File: src/rtl/dap_delay_calibrator.sv
// IODELAY tap sweep calibrator: writes each tap to the GPIO block, requests a DAP test
// transfer, and programs the midpoint of the longest passing run. Optional: DAP_DLY_CAL_TIMEOUT_EN.
module dap_delay_calibrator #(
    parameter int ADDRWIDTH     = 12,
    parameter int GPIO_BASE     = 0,
    parameter int MAX_TAP       = 255,
    parameter int SETTLE_CYCLES = 16,
    parameter int TEST_TIMEOUT  = 1024
) (
    input  logic                 clk,
    input  logic                 resetn,
    input  logic                 cal_start,
    input  logic                 cal_abort,
    input  logic [2:0]           cal_lane,
    input  logic [7:0]           cal_init_tap,
    output logic                 cal_busy,
    output logic                 cal_done,
    output logic                 cal_ok,
    output logic [7:0]           win_lo,
    output logic [7:0]           win_hi,
    output logic [7:0]           result_tap,
    output logic                 test_req,
    input  logic                 test_ack,
    input  logic                 test_pass,
    output logic                 mem_write_en,
    output logic [ADDRWIDTH-1:0] mem_addr,
    output logic [31:0]          mem_wdata,
    output logic [3:0]           mem_byte_strobe
);

    typedef enum logic [2:0] {
        S_IDLE, S_WRITE, S_SETTLE, S_TEST, S_EVAL, S_FINAL, S_DONE
    } state_t;

    localparam logic [ADDRWIDTH-1:0] ADDR_LO  = ADDRWIDTH'(GPIO_BASE);
    localparam logic [ADDRWIDTH-1:0] ADDR_HI  = ADDRWIDTH'(GPIO_BASE + 4);
    localparam logic [8:0]           MAX_TAP9 = 9'(MAX_TAP);

    state_t                 r_state;
    logic [2:0]             r_lane;
    logic [7:0]             r_init;
    logic [8:0]             r_tap;
    logic [7:0]             r_settle;
    logic                   r_pass;
    logic                   r_abort;
    logic [7:0]             r_cur_start;
    logic [8:0]             r_cur_len;
    logic [7:0]             r_best_lo;
    logic [7:0]             r_best_hi;
    logic [8:0]             r_best_len;
    logic [7:0]             r_res;
    logic                   r_res_ok;
    logic                   r_busy;
    logic                   r_done;
    logic                   r_ok;
    logic [7:0]             r_win_lo;
    logic [7:0]             r_win_hi;
    logic [7:0]             r_result;
    logic                   r_req;
    logic                   r_we;
    logic [ADDRWIDTH-1:0]   r_addr;
    logic [31:0]            r_wdata;
    logic [3:0]             r_strb;
`ifdef DAP_DLY_CAL_TIMEOUT_EN
    localparam int TO_W = $clog2(TEST_TIMEOUT + 1);
    logic [TO_W-1:0]        r_to;
`endif

    function automatic logic [1:0] lane_byte(input logic [2:0] l);
        case (l)
            3'd0:    return 2'd1;
            3'd1:    return 2'd2;
            3'd2:    return 2'd3;
            3'd3:    return 2'd0;
            3'd4:    return 2'd1;
            default: return 2'd2;
        endcase
    endfunction

    logic [2:0]           w_wr_lane;
    logic [7:0]           w_wr_tap;
    logic [1:0]           w_wr_byte;
    logic [ADDRWIDTH-1:0] w_wr_addr;
    logic [31:0]          w_wr_data;
    logic [3:0]           w_wr_strb;
    logic [8:0]           w_sum;
    logic                 w_final_ok;
    logic [7:0]           w_final_tap;
    logic [8:0]           w_new_len;
    logic [7:0]           w_new_start;
    logic                 w_abort_now;
    logic [8:0]           w_tap_nxt;

    assign w_tap_nxt   = r_tap + 9'd1;
    assign w_sum       = {1'b0, r_best_lo} + {1'b0, r_best_hi};
    // An abort arriving in the FINAL cycle itself still forces the restore value.
    assign w_final_ok  = !(r_abort || cal_abort) && (r_best_len != 9'd0);
    assign w_final_tap = w_final_ok ? w_sum[8:1] : r_init;
    assign w_new_len   = r_cur_len + 9'd1;
    assign w_new_start = (r_cur_len == 9'd0) ? r_tap[7:0] : r_cur_start;
    assign w_abort_now = cal_abort && (r_state == S_WRITE || r_state == S_SETTLE ||
                                       r_state == S_TEST  || r_state == S_EVAL);

    // Shared write formatter: IDLE issues tap 0, EVAL the next tap, FINAL the result.
    always_comb begin
        w_wr_lane = (r_state == S_IDLE) ? cal_lane : r_lane;
        case (r_state)
            S_EVAL:  w_wr_tap = w_tap_nxt[7:0];
            S_FINAL: w_wr_tap = w_final_tap;
            default: w_wr_tap = 8'd0;
        endcase
        w_wr_byte = lane_byte(w_wr_lane);
        w_wr_addr = (w_wr_lane < 3'd3) ? ADDR_LO : ADDR_HI;
        w_wr_data = {24'd0, w_wr_tap} << {w_wr_byte, 3'b000};
        w_wr_strb = 4'b0001 << w_wr_byte;
    end

    always_ff @(posedge clk or negedge resetn) begin
        if (!resetn) begin
            r_state     <= S_IDLE;
            r_lane      <= '0;
            r_init      <= '0;
            r_tap       <= '0;
            r_settle    <= '0;
            r_pass      <= 1'b0;
            r_abort     <= 1'b0;
            r_cur_start <= '0;
            r_cur_len   <= '0;
            r_best_lo   <= '0;
            r_best_hi   <= '0;
            r_best_len  <= '0;
            r_res       <= '0;
            r_res_ok    <= 1'b0;
            r_busy      <= 1'b0;
            r_done      <= 1'b0;
            r_ok        <= 1'b0;
            r_win_lo    <= '0;
            r_win_hi    <= '0;
            r_result    <= '0;
            r_req       <= 1'b0;
            r_we        <= 1'b0;
            r_addr      <= '0;
            r_wdata     <= '0;
            r_strb      <= '0;
`ifdef DAP_DLY_CAL_TIMEOUT_EN
            r_to        <= '0;
`endif
        end else begin
            r_done  <= 1'b0;
            r_we    <= 1'b0;
            r_addr  <= '0;
            r_wdata <= '0;
            r_strb  <= '0;
            if (w_abort_now) begin
                r_abort <= 1'b1;
                r_req   <= 1'b0;
                r_state <= S_FINAL;
            end else begin
                case (r_state)
                    S_IDLE: begin
                        if (cal_start) begin
                            if (cal_lane <= 3'd5) begin
                                r_lane      <= cal_lane;
                                r_init      <= cal_init_tap;
                                r_tap       <= '0;
                                r_cur_start <= '0;
                                r_cur_len   <= '0;
                                r_best_lo   <= '0;
                                r_best_hi   <= '0;
                                r_best_len  <= '0;
                                r_abort     <= 1'b0;
                                r_busy      <= 1'b1;
                                r_ok        <= 1'b0;
                                r_we        <= 1'b1;
                                r_addr      <= w_wr_addr;
                                r_wdata     <= w_wr_data;
                                r_strb      <= w_wr_strb;
                                r_state     <= S_WRITE;
                            end else begin
                                r_done   <= 1'b1;
                                r_ok     <= 1'b0;
                                r_win_lo <= '0;
                                r_win_hi <= '0;
                            end
                        end
                    end
                    S_WRITE: begin
                        r_settle <= 8'(SETTLE_CYCLES);
                        r_state  <= S_SETTLE;
                    end
                    S_SETTLE: begin
                        if (r_settle <= 8'd1) begin
                            r_req   <= 1'b1;
                            r_state <= S_TEST;
`ifdef DAP_DLY_CAL_TIMEOUT_EN
                            r_to    <= '0;
`endif
                        end else begin
                            r_settle <= r_settle - 8'd1;
                        end
                    end
                    S_TEST: begin
                        if (test_ack) begin
                            r_pass  <= test_pass;
                            r_req   <= 1'b0;
                            r_state <= S_EVAL;
`ifdef DAP_DLY_CAL_TIMEOUT_EN
                        end else if (r_to == TO_W'(TEST_TIMEOUT - 1)) begin
                            r_pass  <= 1'b0;
                            r_req   <= 1'b0;
                            r_state <= S_EVAL;
                        end else begin
                            r_to <= r_to + 1'b1;
`endif
                        end
                    end
                    S_EVAL: begin
                        if (r_pass) begin
                            r_cur_len   <= w_new_len;
                            r_cur_start <= w_new_start;
                            if (w_new_len > r_best_len) begin
                                r_best_lo  <= w_new_start;
                                r_best_hi  <= r_tap[7:0];
                                r_best_len <= w_new_len;
                            end
                        end else begin
                            r_cur_len <= '0;
                        end
                        if (r_tap == MAX_TAP9) begin
                            r_state <= S_FINAL;
                        end else begin
                            r_tap   <= w_tap_nxt;
                            r_we    <= 1'b1;
                            r_addr  <= w_wr_addr;
                            r_wdata <= w_wr_data;
                            r_strb  <= w_wr_strb;
                            r_state <= S_WRITE;
                        end
                    end
                    S_FINAL: begin
                        r_res    <= w_final_tap;
                        r_res_ok <= w_final_ok;
                        r_we     <= 1'b1;
                        r_addr   <= w_wr_addr;
                        r_wdata  <= w_wr_data;
                        r_strb   <= w_wr_strb;
                        r_state  <= S_DONE;
                    end
                    S_DONE: begin
                        r_done   <= 1'b1;
                        r_busy   <= 1'b0;
                        r_ok     <= r_res_ok;
                        r_win_lo <= r_res_ok ? r_best_lo : 8'd0;
                        r_win_hi <= r_res_ok ? r_best_hi : 8'd0;
                        r_result <= r_res;
                        r_state  <= S_IDLE;
                    end
                    default: r_state <= S_IDLE;
                endcase
            end
        end
    end

    assign cal_busy        = r_busy;
    assign cal_done        = r_done;
    assign cal_ok          = r_ok;
    assign win_lo          = r_win_lo;
    assign win_hi          = r_win_hi;
    assign result_tap      = r_result;
    assign test_req        = r_req;
    assign mem_write_en    = r_we;
    assign mem_addr        = r_addr;
    assign mem_wdata       = r_wdata;
    assign mem_byte_strobe = r_strb;

endmodule

File: config.mk
export PLATFORM = sky130hd
export DESIGN_NAME = dap_delay_calibrator
export DESIGN_NICKNAME = d
export VERILOG_FILES = /design/src/rtl/dap_delay_calibrator.sv
export SDC_FILE = /design/constraint.sdc
export NUM_CORES = 1
export LEC_CHECK = 0
export ABC_AREA = 1
export BUFFER_PORTS_ARGS = -buffer_cell sky130_fd_sc_hd__buf_2
export CORE_ASPECT_RATIO = 2
export CORE_UTILIZATION = 53
export DETAILED_ROUTE_END_ITERATION = 16
export GPL_TIMING_DRIVEN = 0
export PLACE_DENSITY = 0.77
export SLEW_MARGIN = 20
export SYNTH_ARGS = -nofsm -noshare
export SYNTH_HDL_FRONTEND = slang
export SYNTH_SLANG_ARGS = --single-unit
File: constraint.sdc
create_clock -name clk -period 2.3 [get_ports clk]
set_input_delay 0.46 -clock clk [delete_from_list [all_inputs] [get_ports clk]]
set_output_delay 0.46 -clock clk [all_outputs]
set_load 0.03 [all_outputs]
==> impl_results.md, run 1 <==
- Violations in the final reports: negative setup slack
- Post-detailed-placement half-perimeter wirelength: 13.45 mm
- Clock slew seen by the registers of the worst setup and hold paths: 70 ps
- Total of fill cells in the finished design: 1091
- Netlist area before placement: 7496 µm²
- Highest clock rate: 391.4 MHz
- Synth async-reset ratio: 100.0%
- Flop pwr share: 31.1%
- Antenna violation net count after detailed routing: 0
- Routed length per instance: 15.12 µm
- Slowest cell on the critical path: dfrtp_1
- Clk_lat worst skew: 430 ps
- Post-synth top area share: 50.08%
- CTS H-tree lvls: 4
- Setup Crit Path Kind: reg -> reg
- Clock network power share: 25.3%
- Status: finished with violations
- Endpoint class of the critical path: flop
- Wire length of the first global-routing pass: 30.03 mm
- Fraction of layout cells with a size suffix above 1: 24.90%
- Number of synthesized flops with an enable pin: 0
- Post-Syn Area per Cell: 8.301 µm²
- Fin crit share: 111.1%
- Unique cell type count in the Yosys netlist: 42
- Worst-case reg-to-reg path depth: 15
- CP arrival: 2870 ps
- Flop and latch count out of synthesis: 150
- CTS tree: done
- Internal Pwr Total: 6388 µW
- Gate Count Post-Synth: 903
- Cell-by-cell listing of the critical path: ha_4 > nand2_4 > buf_4 > o21ai_0 > nand2_1 > inv_1 > ha_1 > a21o_1 > o21ai_1 > nand3_2 > nand3_4 > nand2_4 > buf_4 > nand2_1 > nand2_1
- Root cell of the clock tree: clkbuf_16
- DRC violation total after the first TritonRoute iteration: 290
- Static power due to leakage: 0.004896 µW
- Most frequent CP cell: nand2_1
- Total number of vias: 6462
- Die height: 170.2 µm
- Chip Width: 86.10 µm
- Highest-count cells in the layout ignoring fill and taps: nand2_1, dfrtp_1, inv_1
- Number of placed I/O pins: 94
- Number of rows created at floorplan: 61
- Max Cap Viol: 0
- Wire length reported by the detailed router: 18.76 mm
- Via count of the first global-routing pass: 6319
- Final worst clock skew: 10.19 ps
- Final setup slack of the worst path: -255.2 ps
- Cell type with the highest aggregate area in the netlist: dfrtp_1
- Delay of the slowest cell on the worst path: 400 ps
- GRT Resource Usage Total: 27.01%
- Floorplan core area: 13810 µm²
- Hold-fix buffers, CTS: 0
- Final setup vio count: 25
- Starting Density: 54.26%
- Power per standard cell area: 1197 nW/µm²
- Nets: 1079
- Warnings from Yosys: 0
- Worst hold-check path type: in -> async
- Main flop type after synthesis: dfrtp_1
- Switching Fraction: 42.57%
- Final count of pins violating max slew: 0
- Combinational group share of total power: 43.7%
- DRC Markers: 0
- Unrepaired setup endpoints after global routing: true
- Fin. Hold Viols: 0
- Weighted congestion reported at the end of routability-driven placement: 0.8930
- Critical path launch point type: flop
- Part of the Yosys area used for sequential elements: 50.08%
- Number of CTS-inserted buffers: 17
- Antenna violations before repair: 0
- Drt via density: 5.207
- Cells taking the most area after synthesis: dfrtp_1, nand2_1, nand3_1, inv_1, o21ai_0
- Relative slew slack: 51.58%
- Relative area change from synthesis to final layout: 23.95%
- Overflow after GRT: 0
- Worst-margin pin slew: 722.0 ps
- Final worst path period need: 2555 ps
- Core utilization of the finished layout: 67.26%
- # clock sinks: 150
- Required time at the worst-slack endpoint: 2620 ps
- Total of buffers placed on input and output ports: 82
- N_diodes: 0
- Critical path fanouts, max: 8
- Switching power of the nets: 4734 µW
- Maximum count of clock buffers along a single path: 2
- Largest net degree at the start of global routing: 92
- Full die area: 14650 µm²
- Setup TNS: -5877 ps
- Detailed Routing Iterations Pass 1: 5
- Commonest non-fill, non-tap cell in the layout: nand2_1
- Maximum vdd drop: 0.6508 mV
==> cell families (layout without fill, tap and decap cells) <==
logic type	after synthesis	after routing	synth area share, %
adders and majority gates	23	23	3.939
xor gates and xnor gates	8	8	0.9348
buffers and inverters	167	306	9.347
AOI/OAI and AO/OA	112	112	8.363
DFF	150	150	50.08
other	1	11	0.05003
and+or+nand+nor	442	442	27.29
==> state kept, by name, summed over array words and instances, names as in the netlist, 3 cells and up <==
signal	flops
r_tap	9
r_state	3
r_best_lo	8
result_tap	8
mem_wdata	32
r_settle	8
r_best_hi	8
r_best_len	9
r_lane	3
mem_byte_strobe	4
r_cur_start	8
r_res	8
win_lo	8
r_cur_len	9
win_hi	8
r_init	8
==> metal layers <==
layer	GRT usage, %	part of all wire, %	up-vias
li1	-	-	3119
met1	25.85	34	3055
met2	50.17	56	214
met3	5.189	4.0	74
met4	18.99	6.1	0
met5	0	0	-
==> cells in the mapped netlist, types with 2 or more instances <==
| cell type | n |
|---|---|
| nand3_2 | 2 |
| nor2_1 | 64 |
| nor3_1 | 5 |
| o21ai_4 | 2 |
| o211ai_1 | 3 |
| nand3b_1 | 3 |
| buf_4 | 12 |
| nand4_1 | 10 |
| buf_8 | 2 |
| o21ai_2 | 3 |
| nor3_2 | 2 |
| a21oi_1 | 16 |
| nor2_2 | 7 |
| buf_2 | 5 |
| nand2_2 | 7 |
| o21ai_1 | 10 |
| inv_1 | 120 |
| nand3_1 | 97 |
| xor2_1 | 7 |
| dfrtp_1 | 150 |
| nor2_4 | 14 |
| ha_1 | 22 |
| o22ai_1 | 5 |
| o21ai_0 | 68 |
| nand2_1 | 226 |
| clkbuf_1 | 12 |
| inv_2 | 14 |
==> critical path, delay by kind of cell, from the launching register on <==
kind,cells,cell delay (ps)
adders and majority gates,2,410
buffers and inverters,3,390
and+or+nand+nor,7,730
AOI/OAI and AO/OA,3,500
DFF,1,400
==> what timing repair did <==
item                       4_1_cts  5_1_grt
hold endpoints to repair         0        0
setup buffers                   12        9
gates resized for setup         21       43
gates cloned                     3        1
pin swaps                        9       22
setup endpoints to repair       54       56
==> power groups by stage <==
| stage | logic [µW] | registers, µW | clock network [µW] |
|---|---|---|---|
| floorplan | 2740 | 3790 | 0 |
| global placement | 4060 | 3480 | 0 |
| detailed placement | 4150 | 3500 | 0 |
| CTS | 4680 | 3450 | 2840 |
| global route | 5290 | 3510 | 2940 |
| finish | 4860 | 3450 | 2810 |
==> layout make-up <==
cell class	count	area, µm²	area share (%)
clock inverters	13	147.6	1.589
well taps	189	236.5	2.545
clock buffers	19	452.9	4.875
flip-flops and latches	150	3756	40.43
plain buffers	31	222.7	2.397
repair buffers	108	676.9	7.285
multi-input cells	596	3292	35.43
inverters	135	506.7	5.454
==> worst paths after layout <==
check	endpoint	from	slack, ps
setup / recovery	r_best_hi[1]	r_cur_len[1]	-260
hold / removal	win_lo[3]	resetn	30
setup reg to reg	r_best_hi[1]	r_cur_len[1]	-260
hold reg to reg	r_init[4]	r_init[4]	470
max in group asynchronous	r_settle[3]	resetn	1530
min in group clk	r_init[3]	cal_init_tap[3]	250
==> per-stage QoR <==
| stage | std cells | setup WS, ps | hold WS, ps | cell area, µm² | power (µW) |
|---|---|---|---|---|---|
| after global routing | 1241 | -384.1 | 85.00 | 9291 | 11740 |
| after CTS | 1232 | -262.4 | 52.98 | 9119 | 10970 |
| after floorplan | 913 | -114.3 | 164.4 | 7587 | 6538 |
| after detailed placement | 1185 | -531.3 | 459.5 | 8272 | 7647 |
| final | 1241 | -255.2 | 29.76 | 9291 | 11120 |
| after global placement | 1184 | -1322 | 457.5 | 8234 | 7549 |
No activity file was read; power rests on OpenSTA's default activity.
==> inputs of run 2 (changes only) <==
--- a/config.mk
+++ b/config.mk
@@ -8,10 +8,12 @@
 export ABC_AREA = 1
 export BUFFER_PORTS_ARGS = -buffer_cell sky130_fd_sc_hd__buf_2
 export CORE_ASPECT_RATIO = 2
-export CORE_UTILIZATION = 53
+export CORE_UTILIZATION = 54
+export CTS_BUF_LIST = sky130_fd_sc_hd__clkbuf_8
 export DETAILED_ROUTE_END_ITERATION = 16
 export GPL_TIMING_DRIVEN = 0
-export PLACE_DENSITY = 0.77
+export PLACE_DENSITY = 0.78
+export SKIP_CTS_REPAIR_TIMING = 1
 export SLEW_MARGIN = 20
 export SYNTH_ARGS = -nofsm -noshare
 export SYNTH_HDL_FRONTEND = slang
==> run 2 against run 1 <==
Net effect: critical endpoint is now r_best_len[0]; worst hold slack gained 190 ps; sequential share of layout area grew 1.1 points; register-to-register slack lost 90 ps; the flow still finishes with violations (negative setup slack); total power shrank 6.7%; clock-buffer cell count shrank 2; largest cell class unchanged; final area shrank 2.6%; largest power group unchanged; global-route usage shrank 0.86 points; utilization shrank 0.30 points.
==> impl_results.md, run 2 (synthesis results as in run 1) <==
- Status: finished with violations
- Violations in the final reports: negative setup slack
- Total area of multi-input combinational cells: 3297 µm² (+0.15%)
- Floorplan core area: 13510 µm² (-2.2%)
- Worst hold-check path type: in -> reg
- Total of buffers placed on input and output ports: 82 (unchanged)
- Worst Setup Slack post-DPL: -523.9 ps (+7.445 ps)
- Final setup vio count: 28 (+12%)
- GRT Resource Usage Total: 26.15% (-0.86 points)
- Antenna violation net count after detailed routing: 0 (unchanged)
- Overflow after GRT: 0 (unchanged)
- Number of CTS-inserted buffers: 17 (unchanged)
- Cell area after layout: 9049 µm² (-2.6%)
- Cell Count Post-Placement: 1151 (-2.9%)
- Die height: 168.6 µm (-0.92%)
- Commonest non-fill, non-tap cell in the layout: nand2_1
- Wire length of the first global-routing pass: 29.14 mm (-3.0%)
- Relative area change from synthesis to final layout: 20.71%
- Worst-margin pin slew: 723.7 ps (+1.700 ps)
- Critical path launch point type: flop
- Number of rows created at floorplan: 60 (-1.6%)
- Full die area: 14390 µm² (-1.8%)
- Nets: 1076 (-0.28%)
- Setup Crit Path Kind: reg -> reg
- Hold slack: 223.2 ps (+193.5 ps)
- Final setup slack of the worst path: -346.0 ps (-90.82 ps)
- Endpoint class of the critical path: flop
- Antenna violations before repair: 0 (unchanged)
- Fin. Hold Viols: 0 (unchanged)
- CTS H-tree lvls: 4 (unchanged)
- Starting Density: 55.47% (+1.2 points)
- Wire length reported by the detailed router: 18.41 mm (-1.9%)
- Post-detailed-placement half-perimeter wirelength: 13.30 mm (-1.1%)
- CTS tree: done
- DRC violation total after the first TritonRoute iteration: 379 (+31%)
- Fin crit share: 115.0% (+3.9 points)
- Total of fill cells in the finished design: 1085 (-0.55%)
- Final worst path period need: 2646 ps (+90.82 ps)
- N_diodes: 0 (unchanged)
- Highest-count cells in the layout ignoring fill and taps: nand2_1, dfrtp_1, inv_1
- Required time at the worst-slack endpoint: 2640 ps (+20 ps)
- Maximum vdd drop: 0.5510 mV (-15%)
- Clk_lat worst skew: 460 ps (+30 ps)
- Critical path fanouts, max: 5 (-3)
- Largest net degree at the start of global routing: 93 (+1.1%)
- CP arrival: 2980 ps (+110 ps)
- Final standard cell count with taps included and fillers excluded: 1204 (-3.0%)
- DP Area: 8229 µm² (-0.51%)
- Relative slew slack: 51.75% (+0.18 points)
- Detailed Routing Iterations Pass 1: 6 (+1)
- Via count of the first global-routing pass: 6307 (-0.19%)
- Maximum count of clock buffers along a single path: 2 (unchanged)
- # clock sinks: 150 (unchanged)
- Unrepaired setup endpoints after global routing: true
- Root cell of the clock tree: clkbuf_8
- Total number of vias: 6445 (-0.26%)
- Largest register FFs: 32 (unchanged)
- Highest clock rate: 377.9 MHz (-3.4%)
- Max Cap Viol: 0 (unchanged)
- Power per standard cell area: 1146 nW/µm² (-4.2%)
- Chip Width: 85.31 µm (-0.91%)
- DRC Markers: 0 (unchanged)
- Final worst clock skew: 15.26 ps (+5.071 ps)
- Static power due to leakage: 0.004798 µW (-2.0%)
- Drt via density: 5.353 (+2.8%)
- Fraction of layout cells with a size suffix above 1: 24.02% (-0.88 points)
- Routed length per instance: 15.29 µm (+1.1%)
- Sequential cell area: 3755 µm² (about the same)
- Number of placed I/O pins: 94 (unchanged)
- Setup TNS: -7497 ps (-1620 ps)
- Weighted congestion reported at the end of routability-driven placement: 0.9097 (+1.9%)
- Final count of pins violating max slew: 0 (unchanged)
- Clock slew seen by the registers of the worst setup and hold paths: 90 ps (+20 ps)
## run 2: metal layers
layer | global-route usage [%] | share of wire (%) | vias up
met5 | 0 | 0 | -
met4 | 17.17 | 6.1 | 0
met3 | 4.486 | 3.6 | 77
met2 | 48.74 | 55 | 213
met1 | 26.02 | 35 | 3042
li1 | - | - | 3113
## run 2: worst max-delay path, stage by stage, from the launching register on
cell	delay, ps
dfrtp_1	420
ha_4	160
nand2_2	60
nor2_1	90
nand2_1	100
nor2_2	130
nand3_2	90
xor2_2	170
inv_2	80
ha_4	290
nand2_4	60
inv_1	60
nand4_1	180
nand3_4	150
buf_12	140
nand2_8	70
buf_4	150
nand2_1	50
nand2_1	60
## run 2: power breakdown
group	leakage, µW	internal (µW)	switching [µW]
combinational	0.00258	1630	3280
clock	0.000190	816	1190
sequential	0.00203	3150	315
## run 2: final timing paths
check | cells past startpoint | end | start | slack (ps)
setup / recovery | 18 | r_best_len[0] | r_cur_len[1] | -350
hold / removal | 3 | r_init[1] | cal_init_tap[1] | 220
setup reg to reg | 18 | r_best_len[0] | r_cur_len[1] | -350
hold reg to reg | 2 | r_init[0] | r_init[0] | 490
max in group asynchronous | 3 | r_lane[1] | resetn | 1000
min in group asynchronous | 2 | cal_done | resetn | 500
## run 2: cell type report
type	instances	share of cell area [%]
buffer	32	2.641
clock buffer	17	2.586
clock inverter	15	1.770
inverter	135	5.600
multi-input combinational	597	36.44
sequential	150	41.50
tap	155	2.143
timing repair buffer	103	7.329
## run 2: per-stage QoR
step	util, %	total power (µW)
floorplan	-	6538
global placement	60.62	7551
detailed placement	60.90	7627
CTS	63.81	9610
global route	66.96	10980
finish	66.96	10370
